### src/rtl/mux4_rr_arbiter.sv
// mux4_rr_arbiter
// Round-robin arbiter and sequencer for a 4:1 mux datapath built as a tree of
// 2:1 muxes. One lane at a time owns the shared output channel. Its beats are
// forwarded over a valid/ready handshake. After each grant, priority rotates
// so that the released lane ranks lowest in the next round.

module mux4_rr_arbiter #(
  parameter int DATA_W    = 8,
  parameter int MAX_BURST = 4
) (
  input  logic                  clk,
  input  logic                  rst_n,
  input  logic [3:0]            req,
  input  logic [4*DATA_W-1:0]   in_data,
  input  logic [3:0]            in_last,
  output logic [3:0]            in_ready,
  output logic                  out_valid,
  output logic [DATA_W-1:0]     out_data,
  output logic                  out_last,
  input  logic                  out_ready,
  output logic [1:0]            select,
  output logic [3:0]            grant,
  output logic                  busy
);

  // Burst limit as a 4-bit constant so it compares directly with the beat counter.
  localparam logic [3:0] MAX_BURST_C = 4'(MAX_BURST);

  typedef enum logic [0:0] {
    IDLE  = 1'b0,
    GRANT = 1'b1
  } state_t;

  state_t      state_r, state_s;
  logic [1:0]  select_r, select_s;
  logic [1:0]  ptr_r, ptr_s;
  logic [3:0]  grant_r, grant_s;
  logic [3:0]  beat_cnt_r, beat_cnt_s;

  logic              granted_s;
  logic [1:0]        winner_s;
  logic              sel_req_s;
  logic              sel_last_s;
  logic [DATA_W-1:0] sel_data_s;
  logic              xfer_s;
  logic [3:0]        beat_next_s;

  // Lane slices of the packed input data bus.
  logic [DATA_W-1:0] lane0_s, lane1_s, lane2_s, lane3_s;
  // Leaf-level outputs of the 2:1 mux tree (steered by select bit 0).
  logic [DATA_W-1:0] leaf_data_lo_s, leaf_data_hi_s;
  logic              leaf_req_lo_s, leaf_req_hi_s;
  logic              leaf_last_lo_s, leaf_last_hi_s;

  // First requesting lane found scanning ptr, ptr+1, ptr+2, ptr+3 (mod 4).
  function automatic logic [1:0] rr_pick(input logic [3:0] req_v, input logic [1:0] ptr_v);
    logic [1:0] idx;
    logic [1:0] pick;
    logic       found;
    pick  = ptr_v;
    found = 1'b0;
    for (int k = 0; k < 4; k++) begin
      idx = ptr_v + 2'(k);
      if (!found && req_v[idx]) begin
        pick  = idx;
        found = 1'b1;
      end else begin
        found = found;
      end
    end
    return pick;
  endfunction

  assign lane0_s = in_data[0*DATA_W +: DATA_W];
  assign lane1_s = in_data[1*DATA_W +: DATA_W];
  assign lane2_s = in_data[2*DATA_W +: DATA_W];
  assign lane3_s = in_data[3*DATA_W +: DATA_W];

  // Mux tree: leaf level chooses within each pair, root chooses between the pairs.
  always_comb begin
    leaf_data_lo_s = select_r[0] ? lane1_s : lane0_s;
    leaf_data_hi_s = select_r[0] ? lane3_s : lane2_s;
    leaf_req_lo_s  = select_r[0] ? req[1] : req[0];
    leaf_req_hi_s  = select_r[0] ? req[3] : req[2];
    leaf_last_lo_s = select_r[0] ? in_last[1] : in_last[0];
    leaf_last_hi_s = select_r[0] ? in_last[3] : in_last[2];
    sel_data_s     = select_r[1] ? leaf_data_hi_s : leaf_data_lo_s;
    sel_req_s      = select_r[1] ? leaf_req_hi_s  : leaf_req_lo_s;
    sel_last_s     = select_r[1] ? leaf_last_hi_s : leaf_last_lo_s;
  end

  assign granted_s   = (state_r == GRANT);
  assign winner_s    = rr_pick(req, ptr_r);
  assign beat_next_s = beat_cnt_r + 4'd1;

  // Handshake datapath. It follows the registered grant, so an async reset
  // clears it at once. in_ready only flags a beat that is actually accepted.
  always_comb begin
    out_valid = granted_s & sel_req_s;
    out_last  = granted_s & sel_last_s;
    xfer_s    = granted_s & sel_req_s & out_ready;
    if (granted_s) begin
      out_data = sel_data_s;
    end else begin
      out_data = {DATA_W{1'b0}};
    end
    if (xfer_s) begin
      in_ready = grant_r;
    end else begin
      in_ready = 4'b0000;
    end
  end

  // Next-state logic: pick a winner in IDLE, count beats and decide release in GRANT.
  always_comb begin
    state_s    = state_r;
    select_s   = select_r;
    grant_s    = grant_r;
    ptr_s      = ptr_r;
    beat_cnt_s = beat_cnt_r;
    case (state_r)
      IDLE: begin
        if (req != 4'b0000) begin
          state_s    = GRANT;
          select_s   = winner_s;
          grant_s    = 4'b0001 << winner_s;
          beat_cnt_s = 4'd0;
        end else begin
          grant_s    = 4'b0000;
        end
      end
      GRANT: begin
        if (xfer_s) begin
          if (sel_last_s || (beat_next_s == MAX_BURST_C)) begin
            state_s    = IDLE;
            grant_s    = 4'b0000;
            ptr_s      = select_r + 2'd1;
            beat_cnt_s = 4'd0;
          end else begin
            beat_cnt_s = beat_next_s;
          end
        end else if (!sel_req_s) begin
          // The lane withdrew its request, so it gives up the channel.
          state_s    = IDLE;
          grant_s    = 4'b0000;
          ptr_s      = select_r + 2'd1;
          beat_cnt_s = 4'd0;
        end else begin
          // Stalled by the downstream side: hold the grant and the count.
          beat_cnt_s = beat_cnt_r;
        end
      end
      default: begin
        state_s    = IDLE;
        grant_s    = 4'b0000;
        beat_cnt_s = 4'd0;
      end
    endcase
  end

  // State register holding FSM state, mux select, grant, priority pointer and beat count.
  always_ff @(posedge clk or negedge rst_n) begin
    if (!rst_n) begin
      state_r    <= IDLE;
      select_r   <= 2'b00;
      grant_r    <= 4'b0000;
      ptr_r      <= 2'd0;
      beat_cnt_r <= 4'd0;
    end else begin
      state_r    <= state_s;
      select_r   <= select_s;
      grant_r    <= grant_s;
      ptr_r      <= ptr_s;
      beat_cnt_r <= beat_cnt_s;
    end
  end

  assign select = select_r;
  assign grant  = grant_r;
  assign busy   = granted_s;

endmodule

### config.mk
export PLATFORM = sky130hd
export DESIGN_NAME = mux4_rr_arbiter
export DESIGN_NICKNAME = d
export VERILOG_FILES = /design/src/rtl/mux4_rr_arbiter.sv
export SDC_FILE = /design/constraint.sdc
export NUM_CORES = 1
export LEC_CHECK = 0
export ABC_AREA = 1
export CAP_MARGIN = 25
export CORE_MARGIN = 10
export CORE_UTILIZATION = 42
export CTS_CLUSTER_DIAMETER = 120
export DETAILED_ROUTE_END_ITERATION = 6
export GPL_ROUTABILITY_DRIVEN = 0
export GPL_TIMING_DRIVEN = 0
export PLACE_DENSITY = 0.8
export SYNTH_ARGS = -nofsm -noshare
export SYNTH_HDL_FRONTEND = slang
export SYNTH_SLANG_ARGS = --single-unit
### constraint.sdc
create_clock -name clk -period 1.7 [get_ports clk]
set_input_delay 0.425 -clock clk [delete_from_list [all_inputs] [get_ports clk]]
set_output_delay 0.425 -clock clk [all_outputs]
set_load 0.02 [all_outputs]
### After elaboration in Yosys (flattened, before gate mapping)

Index checks and enable logic that the tools add are counted.

| word-level totals | value |
|---|---|
| logic and storage cells | 79 |
| input port bits | 43 |
| output and inout bits | 21 |
| register bits | 13 |

| cells by class | value |
|---|---|
| magnitude comparators | 4 |
| reductions and logical operators | 12 |
| multiplexer cells | 42 |
| equal/unequal tests | 6 |
| bitwise operators | 4 |
| shift-type cells | 1 |
| $add $sub $neg | 5 |

Operators by type and width:

| cell | number |
|---|---|
| $mux W4 | 8 |
| $mux W8 | 4 |
| $mux W1 | 17 |
| $pmux W4 S2 | 2 |
| $lt A2 B3 Y1 const B | 4 |
| $mux W2 | 6 |
| $bmux W1 S2 | 4 |
| $ne A3 B2 Y1 const B | 2 |
| $reduce_and A2 Y1 | 3 |
| $add A2 B1 Y2 const B | 2 |
| $add A2 B2 Y2 const B | 2 |
| $add A4 B1 Y4 const B | 1 |
| $eq A4 B3 Y1 const B | 1 |
| $ne A2 B1 Y1 const B | 2 |
| $reduce_bool A4 Y1 | 1 |
| $shl A1 B2 Y4 const A | 1 |
| $and A1 B1 Y1 | 3 |
| $logic_and A1 B1 Y1 | 3 |
| $logic_not A1 Y1 | 3 |
| $reduce_and A3 Y1 | 1 |
| $ne A2 B2 Y1 const B | 1 |
| $pmux W1 S2 | 1 |
| $logic_or A1 B1 Y1 | 1 |
| $not A1 Y1 | 1 |

### Longest topological paths before layout

Gate-level depths: netlist of the first run.

| depth | value |
|---|---|
| depth after elaboration | 15 |
| depth in mapped cells | 14 |
| gate-level depth less buffers | 13 |

### Least setup slack after synthesis of the first run

Ideal clock, no wire load.

| timing | value |
|---|---|
| path kind | register to output |
| start | reg select_r[0], in the netlist select[0] |
| end | out out_data[0] |
| path buffers | 2 |
| required time | 1275 ps |
| slack | -213 ps |
| data arrival time | 1488 ps |
| cell stages (with the launch flop) | 7 |
| path through | dfrtp_1 -> buf_4 -> buf_2 -> nor2_1 -> nor2_1 -> o21ai_0 -> a21oi_1 |

| between the ends | value |
|---|---|
| word-level cells in the longest chain between the ends | 3 |
| elaborated cells on any way between the ends | 4 |
| classes of those cells | mux: 4 |

Ends and longest elaborated chain:

| element | RTL line | source |
|---|---|---|
| from (decl) | 35 | `logic [1:0] select_r, select_s;` |
| from (signal assigned) | 171 | `select_r <= select_s;` |
| $mux W8 (on tied branches) | 81, 82 |  |
| $mux W8 (*) | 87 | `sel_data_s = select_r[1] ? leaf_data_hi_s : leaf_data_lo_s;` |
| $mux W8 (*) | 102 | `if (granted_s) begin` |
| to (decl) | 18 | `output logic [DATA_W-1:0] out_data,` |

Mark *: on every way between the ends. The rest lies on a longest branch, timed or not.

### Worst setup path after layout of the first run

| timing | value |
|---|---|
| start | reg select_r[0], in the netlist select[0] |
| end | out in_ready[0] |

| between the ends | value |
|---|---|
| word-level cells in the longest chain between the ends | 5 |
| elaborated cells on any way between the ends | 6 |
| classes of those cells | mux: 4; bitwise: 2 |

Ends and longest elaborated chain:

| element | RTL line | source |
|---|---|---|
| $mux W1 (on tied branches) | 83, 84 |  |
| $mux W1 (*) | 88 | `sel_req_s = select_r[1] ? leaf_req_hi_s : leaf_req_lo_s;` |
| $and A1 B1 Y1 (*) (2 in a row) | 101 | `xfer_s = granted_s & sel_req_s & out_ready;` |
| $mux W4 (*) | 107 | `if (xfer_s) begin` |
| to (decl) | 16 | `output logic [3:0] in_ready,` |

Marks and branches as above.

==> qor.yml, run 1 <==
via_per_inst: 5.12
numCtsBuffers: 3
grt_pass1_vias: 1746
grtUsageTotal_pct: 14.3
synth_largest_area_cell: "dfrtp_1"
fmax_mhz: 490
dp_hpwl_um: 3590
antenna_left: 0
crit_arrival_ns: 1.62
yosysSeqAreaShare_pct: 22.6
worst_pin_slew_ns: 0.590
routed_wl_um: 5630
antenna_found_initial: 0
multi_input_area_mm2: 0.00118
route.detailed.wl_per_inst_um: 15.2
insertion_delay_ns: 0.28
cts_tree: "done"
min_period_ns: 2.04
grt_pass1_wl_um: 7470
die_y_um: 78.6
initial_utilization_pct: 43.2
synth_enable_flop_cells: 0
syn_inst: 234
grt_max_degree: 14
io_pins: 64
maxCapViolCount: 0
syn_area_per_cell_um2: 6.15
cts.sinks: 13
layout-drive-gt1-share_pct: 38.3
grt_overflow: 0
hold_slack_ns: 0.505
h-tree-depth: 1
portBuffers: 63
drc: 0
synth_seq_cells: 13
drt_iter0_drc: 85
rows: 21
violations: "setup timing"
synth.top_cell.area_share_pct: 22.6
hold_path.class: "reg -> reg"
finalHoldViolCount: 0
clock-skew-final_ns: 0.00201
setup_viol: 24
cts_hold_buf: 0
cp-start-kind: "register"
synth_async_sr_flop_share_pct: 100
ir_worst_vdd_v: 0.00101
clock_tree.root_cell: "clkbuf_4"
seq_area_um2: 329
clk_path_buf_depth: 2
power_mw: 4.94
path_max_fanout: 5
syn_area_mm2: 0.00144
fin_util_pct: 78.0
die_x_um: 78.6
diodes: 0
synth.area.top_cells: "dfrtp_1 (23%), nand2_1 (16%), nor2_1 (11%)"
crit_type: "reg -> out"
power.density_mw_per_mm2: 1900
area_growth_pct: 80.8
vias: 1896
outcome: "finished with violations"
fin_ws_ns: -0.341
end_kind: "output port"
rsz0062_at_grt: "yes"
yosys_warnings: 0
slew_headroom_pct: 60.5
die-area_mm2: 0.00617
mappedNetlistNets: 279
core_mm2: 0.00334
slew_viol_final: 0
clkTransAtPathRegs_ns: 0.08
ys_types: 31
synth-main-ff-cell: "dfrtp_1"
nFillCells: 253
fin_nets: 370
dr.pass1.iters: 4
worstPathRequired_ns: 1.27
finalCritPeriodShare_pct: 120
p_leak_nw: 1.25
critical path: stages, from the launching register on:
cell	delay [ns]
dfrtp_2	0.46
buf_6	0.14
nand2_1	0.06
o211ai_1	0.08
nand2_1	0.12
nand2_2	0.09
inv_4	0.09
nand2_8	0.08
nor2_4	0.10
buf_6	0.12
layer usage:
layer	track usage, %	vias to the layer above	routed length (µm)	part of all wire, %
li1	-	928	-	-
met1	14.4	888	2020	36
met5	0	-	0	0
met4	0.538	0	89	1.6
met3	8.77	10	589	10
met2	26.0	70	2930	52
synthesized netlist by cell type, types with 2 or more instances:
library cell  count
nand2_1          62
nor2_1           42
o21ai_0          20
nand3_1          15
nand2_2          14
dfrtp_1          13
inv_1            11
a21oi_1          10
inv_2             8
nand2_4           6
nor2_4            4
buf_4             2
buf_6             2
clkinv_1          2
ha_1              2
nand3_2           2
o211ai_1          2
o21ai_1           2
o31ai_1           2
xnor2_1           2
cell usage in the layout, fill, tap and decap left out, types with 3 or more instances in the layout:
master and count:
nand2_1 54, clkdlybuf4s50_1 36, nor2_1 27, buf_6 22, buf_4 20, o21ai_1 19
nand2_2 19, nand3_1 15, nor2_4 12, inv_1 10, dfrtp_1 10, dlygate4sd2_1 10
nor2_2 8, a21oi_2 8, nand2_4 8, inv_2 6, o21ai_0 3, clkbuf_4 3
dlymetal6s2s_1 3, dfrtp_2 3
kinds of logic (layout without fill, tap and decap cells):
group,count (synthesis),after routing,share of synthesized area [%]
buffers and inverters,29,119,9.38
AOI/OAI and AO/OA,38,38,14.2
DFF,13,13,22.6
adders and majority gates,2,2,1.74
and+or+nand+nor,149,149,50.2
xor gates and xnor gates,3,3,1.82
cell type report:
| type | count | area share [%] |
|---|---|---|
| multi-input cells | 192 | 45.2 |
| repair buffers | 86 | 31.9 |
| flip-flops and latches | 13 | 12.6 |
| inverters | 22 | 3.89 |
| plain buffers | 7 | 3.17 |
| well taps | 46 | 2.21 |
| clock buffers | 4 | 1.01 |
flip-flops by register name, summed over array words and instances (netlist names):
register / flops
beat_cnt_r: 4
grant: 4
ptr_r: 2
select: 2
busy: 1
through the flow:
step / worst slack (ns) / instances / setup TNS [ns] / instance area [µm²]
2_1_floorplan: 0.00524 / 234 / 0 / 1510
3_5_place_dp: -1.02 / 343 / -15.22 / 2200
5_1_grt: -0.428 / 370 / -7.46 / 2600
6_report: -0.341 / 370 / -5.56 / 2600
3_3_place_gp: -0.983 / 343 / -14.93 / 2200
4_1_cts: -0.305 / 356 / -4.14 / 2320
what timing repair did:
action / 4_1_cts / 5_1_grt
gates resized for setup: 105 / 70
endpoints found under the setup margin: 26 / 30
pin swaps: 9 / 22
buffers inserted: 11 / 15
cloned: 0 / 1
worst paths after layout:
check,startpoint,endpoint,slack (ns),cells after the start
min reg2reg,grant[3],grant[3],0.50,2
max reg2reg,select[0],ptr_r[1],-0.27,14
min,grant[3],grant[3],0.50,2
max,select[0],in_ready[0],-0.34,9
max in group asynchronous,rst_n,select[0],0.76,1
min in group asynchronous,rst_n,grant[2],0.52,1
report_power, final:
group          total [mW]  leakage (nW)  internal, mW  switching [mW]
Combinational        4.19          1.07          1.79            2.40
Clock               0.195        0.0150        0.0911           0.104
Sequential          0.550         0.166         0.417           0.133
(Power assumes the default switching activity.)
==> run 2, diff against run 1 <==
Settings changed: HOLD_SLACK_MARGIN set to 0.02.
==> results of run 2 <==
No change in the layout: final DEF, timing and power equal those of run 1.
==> run 3, diff against run 2 <==
Settings changed: CORE_UTILIZATION 42 to 55, DONT_BUFFER_PORTS set to 1, PLACE_DENSITY 0.8 to 0.7.
==> run 3 against run 2 <==
  * The run still ends with setup timing left
  * Die area down 18%
  * Critical endpoint is now out_data[3]
  * Clock-buffer cell count did not move
  * First-iteration DRC count grew 15%
  * Maximum frequency up 0.16%
  * Combinational power shrank 21%
  * Largest power group unchanged
  * Critical path type unchanged
  * Worst setup slack better by 0.0033 ns
  * Cell area fell by 28%
==> qor.yml, run 3 (synthesized netlist as in run 1, its figures left out) <==
outcome: "finished with violations"
violations: "setup timing"
rows: 18  # -14%
finalHoldViolCount: 0  # unchanged
cpMostUsedCell: "nor2_1"
grtUsageTotal_pct: 16.5  # +2.2 points
power.density_mw_per_mm2: 2220  # +17%
max_stage_delay_ns: 0.53  # +0.07 ns
grt_overflow: 0  # unchanged
slew_viol_final: 0  # unchanged
worstPathCellList: "buf_6 > buf_4 > nor2_1 > nor2_1 > o21ai_1 > a21oi_2"
crit_arrival_ns: 1.61  # about the same
fin_util_pct: 75.9  # -2.1 points
crit_type: "reg -> out"
worst_pin_slew_ns: 0.594  # +0.00354 ns
fin_ws_ns: -0.338  # +0.00332 ns
final_common_cell: "nand2_1"
antenna_found_initial: 0  # unchanged
vias: 1585  # -16%
h-tree-depth: 1  # unchanged
grt_max_degree: 14  # unchanged
portBuffers: 0  # -100%
ir_worst_vdd_v: 0.00160  # +58%
hold_path.class: "in -> reg"
drc: 0  # unchanged
dr.pass1.iters: 4  # unchanged
via_per_inst: 5.60  # +9.3%
end_kind: "output port"
dp_hpwl_um: 3380  # -5.9%
slowest_stage: "dfrtp_2"
die_y_um: 71.2  # -9.4%
cp-start-kind: "register"
min_delay_worst_endpoint: "busy"
r2r_cells: 11  # -3
gr-usage-met2_pct: 29.4  # +3.4 points
worstPathRequired_ns: 1.27  # about the same
io_pins: 64  # unchanged
diodes: 0  # unchanged
drt_iter0_drc: 98  # +15%
setup_viol: 19  # -21%
min_period_ns: 2.04  # -0.00332 ns
insertion_delay_ns: 0.29  # about the same
grtUsageMet1_pct: 18.1  # +3.7 points
grt_busiest_layer: "met2"
layout_common_cells: "nand2_1 (52), nor2_1 (32), nand2_2 (21)"
power_mw: 4.17  # -16%
die_x_um: 71.2  # -9.4%
layout-drive-gt1-share_pct: 40.3  # +2.0 points
rsz0062_at_grt: "yes"
grt_pass1_wl_um: 7140  # -4.4%
clk_path_buf_depth: 2  # unchanged
cts.sinks: 13  # unchanged
holdPathStages: 3  # +1
maxCapViolCount: 0  # unchanged
area_growth_pct: 30.6
fmax_mhz: 491  # +0.16%
grt_pass1_vias: 1541  # -12%
holdCritStartpoint: "out_ready"
clock-skew-final_ns: 0.00201  # +0.00000553 ns
antenna_left: 0  # unchanged
initial_utilization_pct: 58.1  # +15 points
routed_wl_um: 4500  # -20%
met3_usage_pct: 7.53  # -1.2 points
core_mm2: 0.00248  # -26%
p_leak_nw: 0.867  # -31%
route.detailed.wl_per_inst_um: 15.9  # +4.5%
cts_tree: "done"
slew_headroom_pct: 60.3  # -0.24 points
r2r_start: "select[0]"
die-area_mm2: 0.00507  # -18%
path_max_fanout: 8  # +3
clock_tree.root_cell: "clkbuf_4"
finalCritPeriodShare_pct: 120  # -0.20 points
numCtsBuffers: 3  # unchanged
r2r_end: "grant[0]"
fin_nets: 299  # -19%
clkTransAtPathRegs_ns: 0.08  # about the same
rrSetupSlack_ns: -0.05  # +0.22 ns
[run 3: cell count changes in the layout (fill, tap and decap cells not counted), moves of 3 or more]
cell | before | now
buf_4 | 20 | 12
buf_6 | 22 | 4
clkdlybuf4s50_1 | 36 | 0
dlygate4sd2_1 | 10 | 0
dlymetal6s2s_1 | 3 | 0
nor2_1 | 27 | 32
nor2_2 | 8 | 4
[run 3: repair_timing]
action                                  CTS  global route
cloned                                    0             2
resized for setup                        38            32
endpoints found under the hold margin    13             0
pin swaps                                17            23
endpoints found under the setup margin   22            27
hold buffers                              1             0
setup buffers                             7             7
[run 3: area by class of cell]
cell class	instances	area, µm²
inverters	22	98.8
flip-flops and latches	13	329
plain buffers	7	71.3
repair buffers	15	140
well taps	30	37.5
multi-input cells	192	1180
fillers	186	597
clock buffers	4	26.3
[run 3: metrics by stage]
stage | setup TNS (ns) | cells | worst slack [ns] | area (µm²) | hold slack [ns]
3_3_place_gp | -2.16 | 264 | -0.156 | 1550 | 0.130
6_report | -4.11 | 283 | -0.338 | 1880 | 0.473
2_1_floorplan | 0 | 234 | 0.00524 | 1510 | 0.129
4_1_cts | -4.30 | 276 | -0.337 | 1690 | 0.458
3_5_place_dp | -2.92 | 264 | -0.234 | 1550 | 0.130
5_1_grt | -6.15 | 283 | -0.453 | 1880 | 0.486
[run 3: per-layer routing]
metal  vias to the layer above  routed length, µm
met1                       741               1820
met2                        53               2310
met3                         4                348
met5                         -                  0
li1                        787                  -
met4                         0                 21
[run 3: how the worst max path moves through the flow]
stage	from	slack, ns	to	depth (start not counted)
after floorplan	select[0]	0.005	out_data[0]	6
after global placement	select[0]	-0.16	out_data[6]	4
after CTS	select[0]	-0.34	out_data[0]	6
final	select[0]	-0.34	out_data[3]	6
after detailed placement	select[0]	-0.23	out_data[0]	4
after global routing	select[0]	-0.45	out_data[2]	6
[run 3: power breakdown]
group | switching (mW) | internal [mW] | leakage [nW]
Clock | 0.112 | 0.0913 | 0.0150
Sequential | 0.214 | 0.415 | 0.166
Combinational | 2.09 | 1.24 | 0.686
Total | 2.42 | 1.75 | 0.867
[run 3: critical path: cells and delay by family, from the launching register on]
kind | cells | cell delay (ns)
buf+inv | 2 | 0.29
compound gates | 2 | 0.37
simple gates | 2 | 0.13
flops | 1 | 0.53
